### config.mk
export PLATFORM = sky130hd
export DESIGN_NAME = clkgen_ctrl_flat
export DESIGN_NICKNAME = d
export VERILOG_FILES = /design/src/rtl/clkgen_ctrl_if.sv /design/src/rtl/clkgen_ctrl.sv /design/src/flat_wrapper.sv
export SDC_FILE = /design/constraint.sdc
export NUM_CORES = 1
export LEC_CHECK = 0
export ABC_CLOCK_PERIOD_IN_PS = 5800
export CORE_UTILIZATION = 29
export DETAILED_ROUTE_END_ITERATION = 12
export GPL_ROUTABILITY_DRIVEN = 0
export PLACE_DENSITY = 0.46
export RECOVER_POWER = 50
export SYNTH_ARGS = -nofsm -noshare
export SYNTH_HDL_FRONTEND = slang
export SYNTH_SLANG_ARGS = --single-unit
### constraint.sdc
create_clock -name clk -period 5.8 [get_ports clk]
set_clock_uncertainty 0.15 [all_clocks]
set_input_delay 0.87 -clock clk [delete_from_list [all_inputs] [get_ports clk]]
set_output_delay 0.87 -clock clk [all_outputs]
set_load 0.05 [all_outputs]
### src/rtl/clkgen_ctrl_if.sv
// Bus bundle for the clock-generator controller: per-requester run/grant
// handshake, divide-ratio load port and generated-clock status outputs.
// The master side (requesters / bench) drives req, div_val and div_load;
// the slave side (clkgen_ctrl) drives everything else.
interface clkgen_ctrl_if #(
    parameter int NREQ  = 4,
    parameter int DIV_W = 8
);
    logic [NREQ-1:0]  req;
    logic [NREQ-1:0]  ack;
    logic [DIV_W-1:0] div_val;
    logic             div_load;
    logic             clk_out;
    logic             rise_stb;
    logic             running;
    logic [15:0]      rise_cnt;

    modport master (
        output req, div_val, div_load,
        input  ack, clk_out, rise_stb, running, rise_cnt
    );

    modport slave (
        input  req, div_val, div_load,
        output ack, clk_out, rise_stb, running, rise_cnt
    );
endinterface

### src/rtl/clkgen_ctrl.sv
// Programmable clock-generator controller.
// Divides clk into a registered clk_out whose high and low phases each last
// half_reg+1 clk cycles, and runs it only while at least one requester holds
// req. Start and stop never produce a short phase, and a new divide ratio
// loaded while running takes effect only on a falling edge of clk_out.
// Optional feature: define CLKGEN_CTRL_RISE_CNT_EN to get a saturating
// 16-bit count of clk_out rising edges on rise_cnt (otherwise tied to 0).
module clkgen_ctrl #(
    parameter int NREQ  = 4,
    parameter int DIV_W = 8
) (
    input  logic        clk,
    input  logic        rst_n,
    clkgen_ctrl_if.slave bus
);

    typedef enum logic [1:0] {
        IDLE = 2'd0,
        RUN  = 2'd1,
        STOP = 2'd2
    } state_t;

    state_t           state;
    state_t           state_nxt;
    logic [DIV_W-1:0] cnt;
    logic [DIV_W-1:0] cnt_nxt;
    logic [DIV_W-1:0] half_reg;
    logic [DIV_W-1:0] pend_reg;
    logic             pend_vld;
    logic             clk_q;
    logic             clk_nxt;
    logic             rise_q;
    logic [NREQ-1:0]  ack_q;
    logic             rise_evt;
    logic             fall_evt;
    logic             wrap;
    logic             any_req;

    assign any_req = |bus.req;
    assign wrap    = (cnt == half_reg);

    // Next state and phase counter; the plain counter step is the default,
    // individual states override it where the clock must stay parked low.
    always_comb begin
        state_nxt = state;
        cnt_nxt   = wrap ? '0 : cnt + 1'b1;
        clk_nxt   = wrap ? ~clk_q : clk_q;
        rise_evt  = wrap & ~clk_q;
        fall_evt  = wrap & clk_q;
        case (state)
            IDLE: begin
                cnt_nxt  = '0;
                clk_nxt  = 1'b0;
                rise_evt = 1'b0;
                fall_evt = 1'b0;
                if (any_req) begin
                    state_nxt = RUN;
                end
            end
            RUN: begin
                if (!any_req) begin
                    state_nxt = STOP;
                end
            end
            STOP: begin
                if (any_req) begin
                    state_nxt = RUN;
                end else if (!clk_q && ((cnt == '0) || wrap)) begin
                    state_nxt = IDLE;
                    cnt_nxt   = '0;
                    clk_nxt   = 1'b0;
                    rise_evt  = 1'b0;
                    fall_evt  = 1'b0;
                end else if (wrap) begin
                    state_nxt = IDLE;
                end
            end
            default: begin
                state_nxt = IDLE;
                cnt_nxt   = '0;
                clk_nxt   = 1'b0;
                rise_evt  = 1'b0;
                fall_evt  = 1'b0;
            end
        endcase
    end

    // State, counter, generated clock, rise strobe and per-requester grants.
    always_ff @(posedge clk or negedge rst_n) begin
        if (!rst_n) begin
            state  <= IDLE;
            cnt    <= '0;
            clk_q  <= 1'b0;
            rise_q <= 1'b0;
            ack_q  <= '0;
        end else begin
            state  <= state_nxt;
            cnt    <= cnt_nxt;
            clk_q  <= clk_nxt;
            rise_q <= rise_evt;
            ack_q  <= bus.req & (ack_q | {NREQ{rise_evt}});
        end
    end

    // Divide ratio: loads go straight to half_reg when idle, otherwise wait
    // in pend_reg until the next falling edge so no phase is ever cut short.
    always_ff @(posedge clk or negedge rst_n) begin
        if (!rst_n) begin
            half_reg <= '0;
            pend_reg <= '0;
            pend_vld <= 1'b0;
        end else begin
            if (fall_evt && pend_vld) begin
                half_reg <= pend_reg;
                pend_vld <= 1'b0;
            end
            if (bus.div_load) begin
                pend_reg <= bus.div_val;
                if (state == IDLE) begin
                    half_reg <= bus.div_val;
                end else begin
                    pend_vld <= 1'b1;
                end
            end
        end
    end

`ifdef CLKGEN_CTRL_RISE_CNT_EN
    logic [15:0] rise_cnt_q;

    // Saturating count of clk_out rising edges, cleared only by reset.
    always_ff @(posedge clk or negedge rst_n) begin
        if (!rst_n) begin
            rise_cnt_q <= 16'h0000;
        end else if (rise_evt && (rise_cnt_q != 16'hFFFF)) begin
            rise_cnt_q <= rise_cnt_q + 16'd1;
        end
    end

    assign bus.rise_cnt = rise_cnt_q;
`else
    assign bus.rise_cnt = 16'h0000;
`endif

    assign bus.ack      = ack_q;
    assign bus.clk_out  = clk_q;
    assign bus.rise_stb = rise_q;
    assign bus.running  = (state != IDLE);

endmodule

### src/flat_wrapper.sv
// flat-port wrapper written by rule: the top's interface ports become plain ports
module clkgen_ctrl_flat 
#(
    parameter int NREQ  = 4,
    parameter int DIV_W = 8
)
  (clk, rst_n, bus_req, bus_div_val, bus_div_load, bus_ack, bus_clk_out, bus_rise_stb, bus_running, bus_rise_cnt);
  clkgen_ctrl_if #(.NREQ(NREQ), .DIV_W(DIV_W)) bus_i ();
  input  logic clk;
  input  logic rst_n;
  input wire logic [$bits(bus_i.req)-1:0] bus_req;
  input wire logic [$bits(bus_i.div_val)-1:0] bus_div_val;
  input wire logic [$bits(bus_i.div_load)-1:0] bus_div_load;
  output wire logic [$bits(bus_i.ack)-1:0] bus_ack;
  output wire logic [$bits(bus_i.clk_out)-1:0] bus_clk_out;
  output wire logic [$bits(bus_i.rise_stb)-1:0] bus_rise_stb;
  output wire logic [$bits(bus_i.running)-1:0] bus_running;
  output wire logic [$bits(bus_i.rise_cnt)-1:0] bus_rise_cnt;
  assign bus_i.req = bus_req;
  assign bus_i.div_val = bus_div_val;
  assign bus_i.div_load = bus_div_load;
  assign bus_ack = bus_i.ack;
  assign bus_clk_out = bus_i.clk_out;
  assign bus_rise_stb = bus_i.rise_stb;
  assign bus_running = bus_i.running;
  assign bus_rise_cnt = bus_i.rise_cnt;
  clkgen_ctrl #(.NREQ(NREQ), .DIV_W(DIV_W)) u_core (.clk(clk), .rst_n(rst_n), .bus(bus_i));
endmodule
Word-level counts from Yosys, hierarchy flattened

Cells that the tools add are included.

Output and inout port bits: 23
Bits in registers: 33
Word-level logic and storage cells: 55
Input bits: 15

Add/subtract/negate cells: 1
Equality and inequality tests: 6
Bitwise gates (word level): 5
Muxes and demuxes: 26
Reductions and logical operators: 9

Operators with widths:

| cell                                                  | number |
|---|---|
| 2-to-1 mux 8 bit                                      | 6 |
| case mux 8 bit (2 select lines)                       | 1 |
| 2-to-1 mux 1 bit                                      | 10 |
| 2-to-1 mux 2 bit                                      | 5 |
| adder 8 x 1 -> 8 bit, second input constant           | 1 |
| == test 8 bit                                         | 1 |
| logical NOT 8 bit                                     | 1 |
| case mux 1 bit (2 select lines)                       | 3 |
| case mux 2 bit (3 select lines)                       | 1 |
| bitwise AND 4 bit                                     | 1 |
| inequality test 4 x 1 -> 1 bit, second input constant | 1 |
| OR 4 bit                                              | 1 |
| OR reduction 4 bit                                    | 1 |
| AND reduction 3 bit                                   | 1 |
| bitwise AND 1 bit                                     | 2 |
| == test 2 x 1 -> 1 bit, second input constant         | 1 |
| == test 2 bit, second input constant                  | 1 |
| logical AND 1 bit                                     | 2 |
| logical NOT 2 bit                                     | 1 |
| inequality test 2 x 1 -> 1 bit, second input constant | 1 |
| inequality test 2 bit, second input constant          | 1 |
| nonzero test 2 bit                                    | 1 |
| logical NOT 1 bit                                     | 1 |
| logical OR 1 bit                                      | 1 |
| NOT 1 bit                                             | 1 |

Depth between registers and ports, before layout

Depth after elaboration: 10
Depth in mapped cells: 9
Mapped depth without buffers: 9

Worst setup path before layout

No wires, ideal clock.

Path type: register to register
From: register u_core.cnt[5]
To: register u_core.half_reg[5]
Setup time: 136 ps
Data arrival time: 1,979 ps
Path slack: 3,535 ps
Path buffers: 0
Required time: 5,514 ps
Clock period less this slack: 2,265 ps
Stages on the path, launching flop included: 9
Cells stage by stage: dfrtp_1 xor2_1 nor4_1 nand2_1 inv_1 ha_1 o2111ai_2 mux2i_1 o21ai_0

Word-level cells in the longest chain between the ends: 10
Elaborated cells between the ends (all ways): 12
Those cells by class: 1 x eq/ne; 6 x mux; 1 x bitwise; 4 x reduce/logical

Ends and longest elaborated chain:

| element                                            | RTL line                             | text |
|---|---|---|
| from (decl)                                        | clkgen_ctrl.sv:25                    | `logic [DIV_W-1:0] cnt;` |
| from (signal assigned)                             | clkgen_ctrl.sv:98                    | `cnt <= cnt_nxt;` |
| == test 8 bit or logical NOT 8 bit (tied branches) | clkgen_ctrl.sv:40, clkgen_ctrl.sv:68 |  |
| logical OR 1 bit                                   | clkgen_ctrl.sv:68                    | `end else if (!clk_q && ((cnt == '0) \|\| wrap)) begin` |
| logical AND 1 bit                                  | clkgen_ctrl.sv:68                    |  |
| 2-to-1 mux 1 bit                                   | clkgen_ctrl.sv:68                    |  |
| 2-to-1 mux 1 bit                                   | clkgen_ctrl.sv:66                    | `if (any_req) begin` |
| case mux 1 bit (2 select lines) (*)                | clkgen_ctrl.sv:50                    | `case (state)` |
| logical AND 1 bit (*)                              | clkgen_ctrl.sv:113                   | `if (fall_evt && pend_vld) begin` |
| 2-to-1 mux 8 bit (*)                               | clkgen_ctrl.sv:113                   |  |
| 2-to-1 mux 8 bit                                   | clkgen_ctrl.sv:119                   | `if (state == IDLE) begin` |
| 2-to-1 mux 8 bit (*)                               | clkgen_ctrl.sv:117                   | `if (bus.div_load) begin` |
| to (signal assigned)                               | clkgen_ctrl.sv:114                   | `half_reg <= pend_reg;` |
| to (signal assigned)                               | clkgen_ctrl.sv:120                   | `half_reg <= bus.div_val;` |
| to (decl)                                          | clkgen_ctrl.sv:27                    | `logic [DIV_W-1:0] half_reg;` |

Mark *: on every way between the ends. The rest lies on a longest branch, timed or not.
A chain may end at the register's enable or synchronous reset.

Final worst setup path

From: register u_core.state[0]
To: output bus_running

Word-level cells in the longest chain between the ends: 1

Ends and longest elaborated chain:

| element                | RTL line           | text |
|---|---|---|
| from (decl)            | clkgen_ctrl.sv:23  | `state_t state;` |
| from (signal assigned) | clkgen_ctrl.sv:97  | `state <= state_nxt;` |
| nonzero test 2 bit     | clkgen_ctrl.sv:148 | `assign bus.running = (state != IDLE);` |
| to (decl)              | flat_wrapper.sv:17 | `output wire logic [$bits(bus_i.running)-1:0] bus_running;` |

Every way passes these cells.

==> flow_metrics.tcl <==
set metrics [dict create \
    totalWireLength_microns 3230 \
    die-area_sq_um 6560 \
    coreArea_sq_um 5960 \
    synth_edf_count 0 \
    cpLargestDelayFamily "buffers and inverters" \
    timing.rr.end "u_core.half_reg[6]$_DFF_PN0_" \
    placementRows 28 \
    cts_tree "yes" \
    htreeDepth 2 \
    start_util_pct 30.4 \
    fin_crit_sh_pct 50.7 \
    setup_viol_count_final 0 \
    nets 216 \
    layout_common_cells "dfrtp_1, clkdlybuf4s50_1, conb_1, xor2_1, nand2_1" \
    slew_violations 34 \
    via_per_inst 4.53 \
    ctsResizeCount 0 \
    hold_start "u_core.bus.ack[2]$_DFF_PN0_" \
    via_count 1210 \
    synth_cell_types 36 \
    seq_area_frac_synth_pct 45.6 \
    drt-initial-drc-count 94 \
    synth_area_leaders "dfrtp_1, buf_4, xor2_1" \
    fill_cells 602 \
    gr-total-overflow 0 \
    whs_endpoint "u_core.bus.ack[2]$_DFF_PN0_" \
    hold_class "reg -> reg" \
    synth_top_area_share_pct 45.6 \
    timing.hold.ws_ns 0.342 \
    synth-async-reset-ratio_pct 100 \
    antenna_found_initial 0 \
    worstReg2RegStart "u_core.cnt[5]$_DFF_PN0_" \
    final_common_cell "dfrtp_1" \
    ys.flop_type "dfrtp_1" \
    cts_setup_buffers 0 \
    io_pins 38 \
    critPathMaxStageDelay_ns 0.80 \
    status "finished, violations left" \
    grtUsageTotal_pct 11.1 \
    postSynthAreaPerCell_sq_um 10.8 \
    critPathArrivalTime_ns 1.92 \
    p_leak_nw 1.02 \
    tns_ns 0 \
    grt_pass1_wl_microns 5440 \
    root_buffer "clkbuf_8" \
    place_area_sq_um 2040 \
    drc_errors 0 \
    irDropWorstVdd_v 0.000125 \
    grt_start_max_net_pins 34 \
    whs_path_depth 1 \
    ant_nets 0 \
    wl_per_cell_microns 12.1 \
    cts_buffers 5 \
    rsz0062_at_grt "no" \
    hpwlAfterDp_microns 2400 \
    cts_max_path_buffers 2 \
    crit_slowest_cell "clkdlybuf4s50_1" \
    cp-end-kind "output port" \
    dieWidth_microns 81.0 \
    maxCapViolations 1 \
    worstPathRequired_ns 4.78 \
    drive_above_1_share_pct 10.4 \
    worstPathCellList "inv_1, ha_1, inv_1, clkdlybuf4s50_1" \
    path_max_fanout 5 \
    die_y_microns 81.0 \
    ys_warn_count 0 \
    tightest_slew_ns 1.78 \
    finalPower_mw 0.729 \
    cts_num_sinks 33 \
    maxSlewHeadroom_pct -18.5 \
    syn_to_final_growth_pct 17.4 \
    r2r_cells 8 \
    synth_area_sq_um 1810 \
    clk_pin_slew_ns 0.06 \
    ff2ff_setup_slack_ns 3.05 \
    fmax_mhz 340 \
    synth_area_leader_cell "dfrtp_1" \
    crit_buf_inv 3 \
    ys_ff_latch 33 \
    stdcell_area_sq_um 2130 \
    grt_pass1_vias 1173 \
    violations "capacitance limit, slew limit" \
    clock_latency_ns 0.28 \
    first_pass_iters 4 \
    hold_viol_final 0 \
    portBuffers 21 \
    ctsHoldBuffers 0 \
    powerDensity_nw_per_um2 343 \
    critical_path_class "reg -> out" \
    crit_path_frequent_cell "inv_1" \
    synthCells 168 \
    start_kind "register" \
    layout_min_cycle_time_ns 2.94 \
    insertedDiodeCount 0 \
]
[cells in the mapped netlist, drive strengths merged (4+ instances only)]
master,instances
o21ai,10
mux2,8
nand3,5
ha,9
buf,16
nor2,10
nand2,11
clkbuf,4
dfrtp,33
o21a,4
nor4,4
mux2i,8
inv,9
xor2,13
[logic make-up after synthesis]
| group | count (synthesis) | synth area share (%) |
|---|---|---|
| AO/OA/AOI/OAI | 27 | 11.0 |
| buffers and inverters | 29 | 9.33 |
| other | 1 | 0.207 |
| multiplexers | 16 | 9.40 |
| XOR/XNOR | 14 | 6.77 |
| AND/OR/NAND/NOR | 39 | 11.5 |
| adder cells (fa/ha/maj) | 9 | 6.22 |
| flip-flops | 33 | 45.6 |
[metrics by stage]
stage               setup slack [ns]  cells  utilization (%)
floorplan                       3.53    183                -
global placement                2.94    260             34.3
detailed placement              2.95    260             34.3
CTS                             2.83    267             35.8
global route                    2.54    267             35.7
finish                          2.86    267             35.7
[worst max-delay path by stage]
stage,depth (start not counted),start,slack [ns],endpoint
2_1_floorplan,8,u_core.cnt[5]$_DFF_PN0_,3.53,u_core.half_reg[5]$_DFF_PN0_
3_3_place_gp,6,bus_req[1],2.94,u_core.bus.ack[0]$_DFF_PN0_
5_1_grt,2,rst_n,2.54,u_core.bus.ack[3]$_DFF_PN0_
6_report,4,u_core.state[0]$_DFFE_PN0P_,2.86,bus_running
3_5_place_dp,5,bus_req[1],2.95,u_core.cnt[6]$_DFF_PN0_
4_1_cts,4,u_core.state[0]$_DFFE_PN0P_,2.83,bus_running
[power breakdown]
part           total (mW)  leakage [nW]  internal [mW]  switching (mW)
clock network       0.172        0.0443         0.0941          0.0780
registers           0.312         0.421          0.274          0.0381
logic               0.245         0.554         0.0945           0.151
[final cells by class]
cell class	instances	area, sq um	area share [%]
sequential	33	826	38.8
tap	75	93.8	4.41
timing repair buffer	22	214	10.1
clock buffer	7	86.3	4.06
inverter	9	33.8	1.59
multi-input combinational	121	872	41.0
[layer usage]
metal / GRT usage (%) / vias to the layer above / share of wire, %
li1: - / 592 / -
met4: 4.82 / 0 / 1.5
met5: 0 / - / 0
met3: 3.82 / 4 / 5.8
met2: 17.9 / 44 / 46
met1: 13.5 / 570 / 47
Note: power is estimated with default switching activity, not from simulation.
